File: src/rtl/program_loader.sv
// rtl/program_loader.sv - streams a checksummed program into the 32x16 instruction memory and serves registered fetches
module program_loader #(
  parameter int n    = 16,
  parameter int nbit = 5
) (
  input  logic            Clock,
  input  logic            Clear,
  input  logic            Start,
  input  logic [nbit:0]   Length,
  input  logic [n-1:0]    WordIn,
  input  logic            WordValid,
  output logic            WordReady,
  input  logic [nbit-1:0] address_bits,
  output logic [n-1:0]    Datain,
  output logic            Run,
  output logic            Loaded,
  output logic            Error,
  output logic [nbit:0]   WordCount
);

  localparam int DEPTH = 1 << nbit;

  typedef enum logic [2:0] {S_IDLE, S_LOAD, S_CHECK, S_READY, S_ERROR} state_t;

  state_t          state_q, state_d;
  logic [nbit:0]   len_q, len_d;
  logic [nbit:0]   cnt_q, cnt_d;
  logic [n-1:0]    sum_q, sum_d;
  logic [n-1:0]    datain_q;
  logic [n-1:0]    mem_q [DEPTH];
  logic            xfer;
  logic            wr_en;
  logic            len_ok;
  logic [n-1:0]    chk_total;

  // Ready is decoded from state alone so WordValid never reaches WordReady combinationally.
  assign WordReady = (state_q == S_LOAD) || (state_q == S_CHECK);
  assign xfer      = WordValid && WordReady;
  assign chk_total = sum_q + WordIn;
  assign len_ok    = (Length != '0) && (Length <= (nbit+1)'(DEPTH));

  always_comb begin
    state_d = state_q;
    len_d   = len_q;
    cnt_d   = cnt_q;
    sum_d   = sum_q;
    wr_en   = 1'b0;
    unique case (state_q)
      S_LOAD: begin
        if (xfer) begin
          wr_en = 1'b1;
          sum_d = sum_q + WordIn;
          cnt_d = cnt_q + 1'b1;
          if (cnt_d == len_q) state_d = S_CHECK;
        end
      end
      S_CHECK: begin
        if (xfer) state_d = (chk_total == '0) ? S_READY : S_ERROR;
      end
      default: begin
        if (Start) begin
          if (len_ok) begin
            len_d   = Length;
            cnt_d   = '0;
            sum_d   = '0;
            state_d = S_LOAD;
          end else begin
            state_d = S_ERROR;
          end
        end
      end
    endcase
  end

  always_ff @(posedge Clock) begin
    if (Clear) begin
      state_q  <= S_IDLE;
      len_q    <= '0;
      cnt_q    <= '0;
      sum_q    <= '0;
      datain_q <= '0;
    end else begin
      state_q  <= state_d;
      len_q    <= len_d;
      cnt_q    <= cnt_d;
      sum_q    <= sum_d;
      datain_q <= mem_q[address_bits];
    end
  end

  // Memory is deliberately not reset; a same-address read returns the pre-write word.
  always_ff @(posedge Clock) begin
    if (wr_en && !Clear) mem_q[cnt_q[nbit-1:0]] <= WordIn;
  end

  assign Datain    = datain_q;
  assign Run       = (state_q == S_READY);
  assign Loaded    = (state_q == S_READY);
  assign Error     = (state_q == S_ERROR);
  assign WordCount = cnt_q;

endmodule
File: config.mk
export PLATFORM = sky130hd
export DESIGN_NAME = program_loader
export DESIGN_NICKNAME = d
export VERILOG_FILES = /design/src/rtl/program_loader.sv
export SDC_FILE = /design/constraint.sdc
export NUM_CORES = 1
export LEC_CHECK = 0
export ABC_AREA = 1
export CORE_ASPECT_RATIO = 1.5
export CORE_MARGIN = 2
export CORE_UTILIZATION = 59
export CTS_CLUSTER_SIZE = 24
export DETAILED_ROUTE_END_ITERATION = 12
export PLACE_DENSITY = 0.77
export SKIP_CTS_REPAIR_TIMING = 1
export SYNTH_ARGS = -nofsm -noshare
export SYNTH_HDL_FRONTEND = slang
export SYNTH_SLANG_ARGS = --single-unit
export TNS_END_PERCENT = 5
File: constraint.sdc
create_clock -name Clock -period 7.25 [get_ports Clock]
set_clock_uncertainty 0.2 [all_clocks]
set_input_delay 1.45 -clock Clock [delete_from_list [all_inputs] [get_ports Clock]]
set_output_delay 1.45 -clock Clock [all_outputs]
set_load 0.02 [all_outputs]
==> flow_metrics.py <==
metrics = {
    "grt": {
        "grt_max_degree": 123,
        "track_usage_pct": 28.8,
        "grt_overflow": 0,
        "antenna_found_initial": 0,
        "grt_pass1_vias": 15300,
        "grt_pass1_wl_um": 87500,
    },
    "clock_tree": {
        "numCtsBuffers": 47,
        "clock_tree.buffer_depth": 3,
        "clkSinkCount": 559,
        "path_clk_slew_ns": 0.07,
        "cts_max_level": 2,
        "insertion_delay_ns": 0.57,
        "cts_tree": "built",
        "cts-root-buf": "clkbuf_16",
    },
    "drt": {
        "vias": 15600,
        "wl_per_cell_um": 23.7,
        "viasPerCell": 6.41,
        "drtIter0Drc": 1857,
        "wl_um": 57800,
        "detail-route-antenna-nets": 0,
        "drc_errors": 0,
        "first_pass_iters": 6,
    },
    "synthesis": {
        "synth_cells": 1860,
        "post_synth.cell_area_avg_um2": 12.3,
        "netlist_top_cells_count": "edfxtp_1, nor2_1, o21ai_0",
        "synth_cell_types": 39,
        "syn_nets": 1911,
        "synth-edff-count": 512,
        "yosysTopAreaCell": "edfxtp_1",
        "synth.most_common_cell": "edfxtp_1",
        "synth.area.top_cells": "edfxtp_1, nor2_1, o21ai_0",
        "synth_ff_type": "edfxtp_1",
        "yosysWarnings": 0,
        "synth_top_area_share_pct": 67.0,
        "ys_async_sr_fraction_pct": 0,
        "synth_seq_cells": 559,
        "yosysSeqAreaShare_pct": 71.1,
        "syn_area_mm2": 0.0229,
    },
    "sta": {
        "hold_violations": 0,
        "finalSetupViolations": 0,
        "finalMaxSlewViolations": 0,
        "period_share_pct": 58.5,
        "setup_tns_ns": 0,
        "max_freq_mhz": 236,
        "relSlewSlack_pct": 9.91,
        "worstMarginPinSlew_ns": 1.35,
        "rsz0062_at_grt": "false",
        "period_minus_slack_ns": 4.24,
    },
    "die": {
        "start_util_pct": 59.7,
        "die_w_um": 165,
        "io-pin-count": 57,
        "die_h_um": 246,
        "core_mm2": 0.0384,
        "die_area_mm2": 0.0405,
        "rows": 88,
    },
    "power": {
        "power.leakage_nw": 8.55,
        "ir_worst_vdd_mv": 0.237,
        "power_density_mw_per_mm2": 267,
        "p_total_mw": 6.80,
    },
    "setup_path": {
        "critPathMaxFanout": 122,
        "reg2reg_from": "state_q[1]",
        "reg2reg_depth": 8,
        "reg2reg_slack_ns": 4.27,
        "rr_endpoint": "mem_q[23][9]",
        "cp-end-kind": "flip-flop",
        "crit_type": "primary input to flip-flop",
        "cp_data_required_time_ns": 7.53,
        "critPathLaunchType": "primary input",
        "arrival_ns": 4.53,
    },
    "place": {
        "routabilityCongestion": 0.920,
        "dp_hpwl_um": 33000,
        "placement.cell_area_mm2": 0.0239,
        "io_buffer_count": 56,
    },
    "hold_path": {
        "worstHoldStart": "sum_q[12]",
        "whs_endpoint": "sum_q[12]",
        "hold_class": "flip-flop to flip-flop",
        "hold_depth": 2,
    },
    "run": {
        "cap_violations": 0,
    },
    "outcome": {
        "status": "completed",
    },
    "finish": {
        "final_nets": 1958,
        "syn2layout_area_growth_pct": 10.9,
        "final_area_mm2": 0.0254,
        "fin_util_pct": 66.2,
        "fill_cells": 2610,
        "drive_gt1_share_pct": 8.02,
    },
}
-- where the power goes --
part | total (mW) | internal (mW) | switching, mW
clock network | 2.56 | 1.44 | 1.12
registers | 3.59 | 3.56 | 0.0292
logic | 0.658 | 0.203 | 0.455
-- state kept, by name, indices dropped and copies added, names as in the netlist --
register   count
mem_q        512
WordCount      6
Datain        16
state_q        3
len_q          6
sum_q         16
-- how the worst max path moves through the flow --
stage,depth (start not counted),end,slack [ns],start
detailed placement,15,state_q[2],2.53,WordIn[2]
global route,13,state_q[2],2.81,WordIn[2]
global placement,14,state_q[2],2.61,WordIn[12]
CTS,13,state_q[2],3.08,WordIn[2]
finish,9,Datain[5],3.01,address_bits[0]
floorplan,4,mem_q[0][0],3.76,Clear
-- final cells by class --
| type | count | area, um2 | area share, % |
|---|---|---|---|
| Clock buffer | 59 | 1280 | 5.05 |
| Sequential cell | 559 | 16300 | 64.1 |
| Inverter | 69 | 265 | 1.04 |
| Antenna cell | 1 | 2.50 | 0.00983 |
| Tap cell | 495 | 619 | 2.43 |
| Clock inverter | 28 | 279 | 1.10 |
| Timing Repair Buffer | 115 | 997 | 3.92 |
| Multi-Input combinational cell | 1115 | 5680 | 22.3 |
-- logic make-up after synthesis --
| kind of cell | share of synthesized area (%) |
|---|---|
| buffers and inverters | 4.13 |
| xor gates and xnor gates | 0.491 |
| DFF | 71.1 |
| AOI/OAI and AO/OA | 12.3 |
| adders and majority gates | 1.12 |
| and+or+nand+nor | 10.9 |
-- placed cells by master, fill, tap and decap left out, types with 2 or more instances in the layout --
master / synthesis / layout
o32ai_1: 2 / 2
o21ai_0: 233 / 233
nand3b_1: 3 / 3
inv_2: 4 / 4
nand3_1: 80 / 80
ha_1: 19 / 19
clkdlybuf4s50_1: 0 / 53
a21oi_1: 38 / 38
nor2_1: 352 / 352
clkinv_1: 1 / 6
o21ai_1: 48 / 48
clkinv_4: 0 / 3
o22ai_1: 25 / 25
inv_6: 0 / 2
nor2_4: 2 / 2
a32o_1: 3 / 3
clkbuf_16: 0 / 50
o211ai_1: 2 / 2
clkinvlp_4: 0 / 2
xnor2_1: 5 / 5
a31oi_1: 16 / 16
edfxtp_1: 512 / 512
nand4_1: 3 / 3
xor2_1: 6 / 6
bufinv_16: 0 / 5
or2_2: 4 / 4
nand2_2: 2 / 2
inv_1: 63 / 62
clkbuf_1: 56 / 9
dfxtp_1: 47 / 47
nor3_1: 5 / 5
nand3_2: 5 / 5
clkinv_2: 0 / 13
buf_4: 9 / 60
nand2_1: 155 / 155
o221ai_1: 103 / 103
-- critical path, stage by stage --
cell	delay (ns)
buf_6	0.29
inv_6	0.72
buf_4	0.66
o21ai_0	0.22
o221ai_1	0.44
nand3_1	0.18
nand3_1	0.11
nand2_1	0.08
a21oi_1	0.18
-- per-layer routing --
metal,vias to the layer above,track usage (%),wire length (um)
met5,-,0,0
met1,7590,35.6,20200
met3,174,4.39,5200
met2,959,49.5,29700
li1,6922,-,-
met4,0,13.9,2710
-- through the flow --
stage / hold slack, ns / instances / setup WS, ns
after global routing: 0.292 / 2440 / 2.81
after detailed placement: 0.262 / 2353 / 2.53
final: 0.266 / 2441 / 3.01
after CTS: 0.270 / 2440 / 3.08
after floorplan: 0.244 / 1860 / 3.76
after global placement: 0.253 / 2353 / 2.61
(Power assumes the default switching activity.)
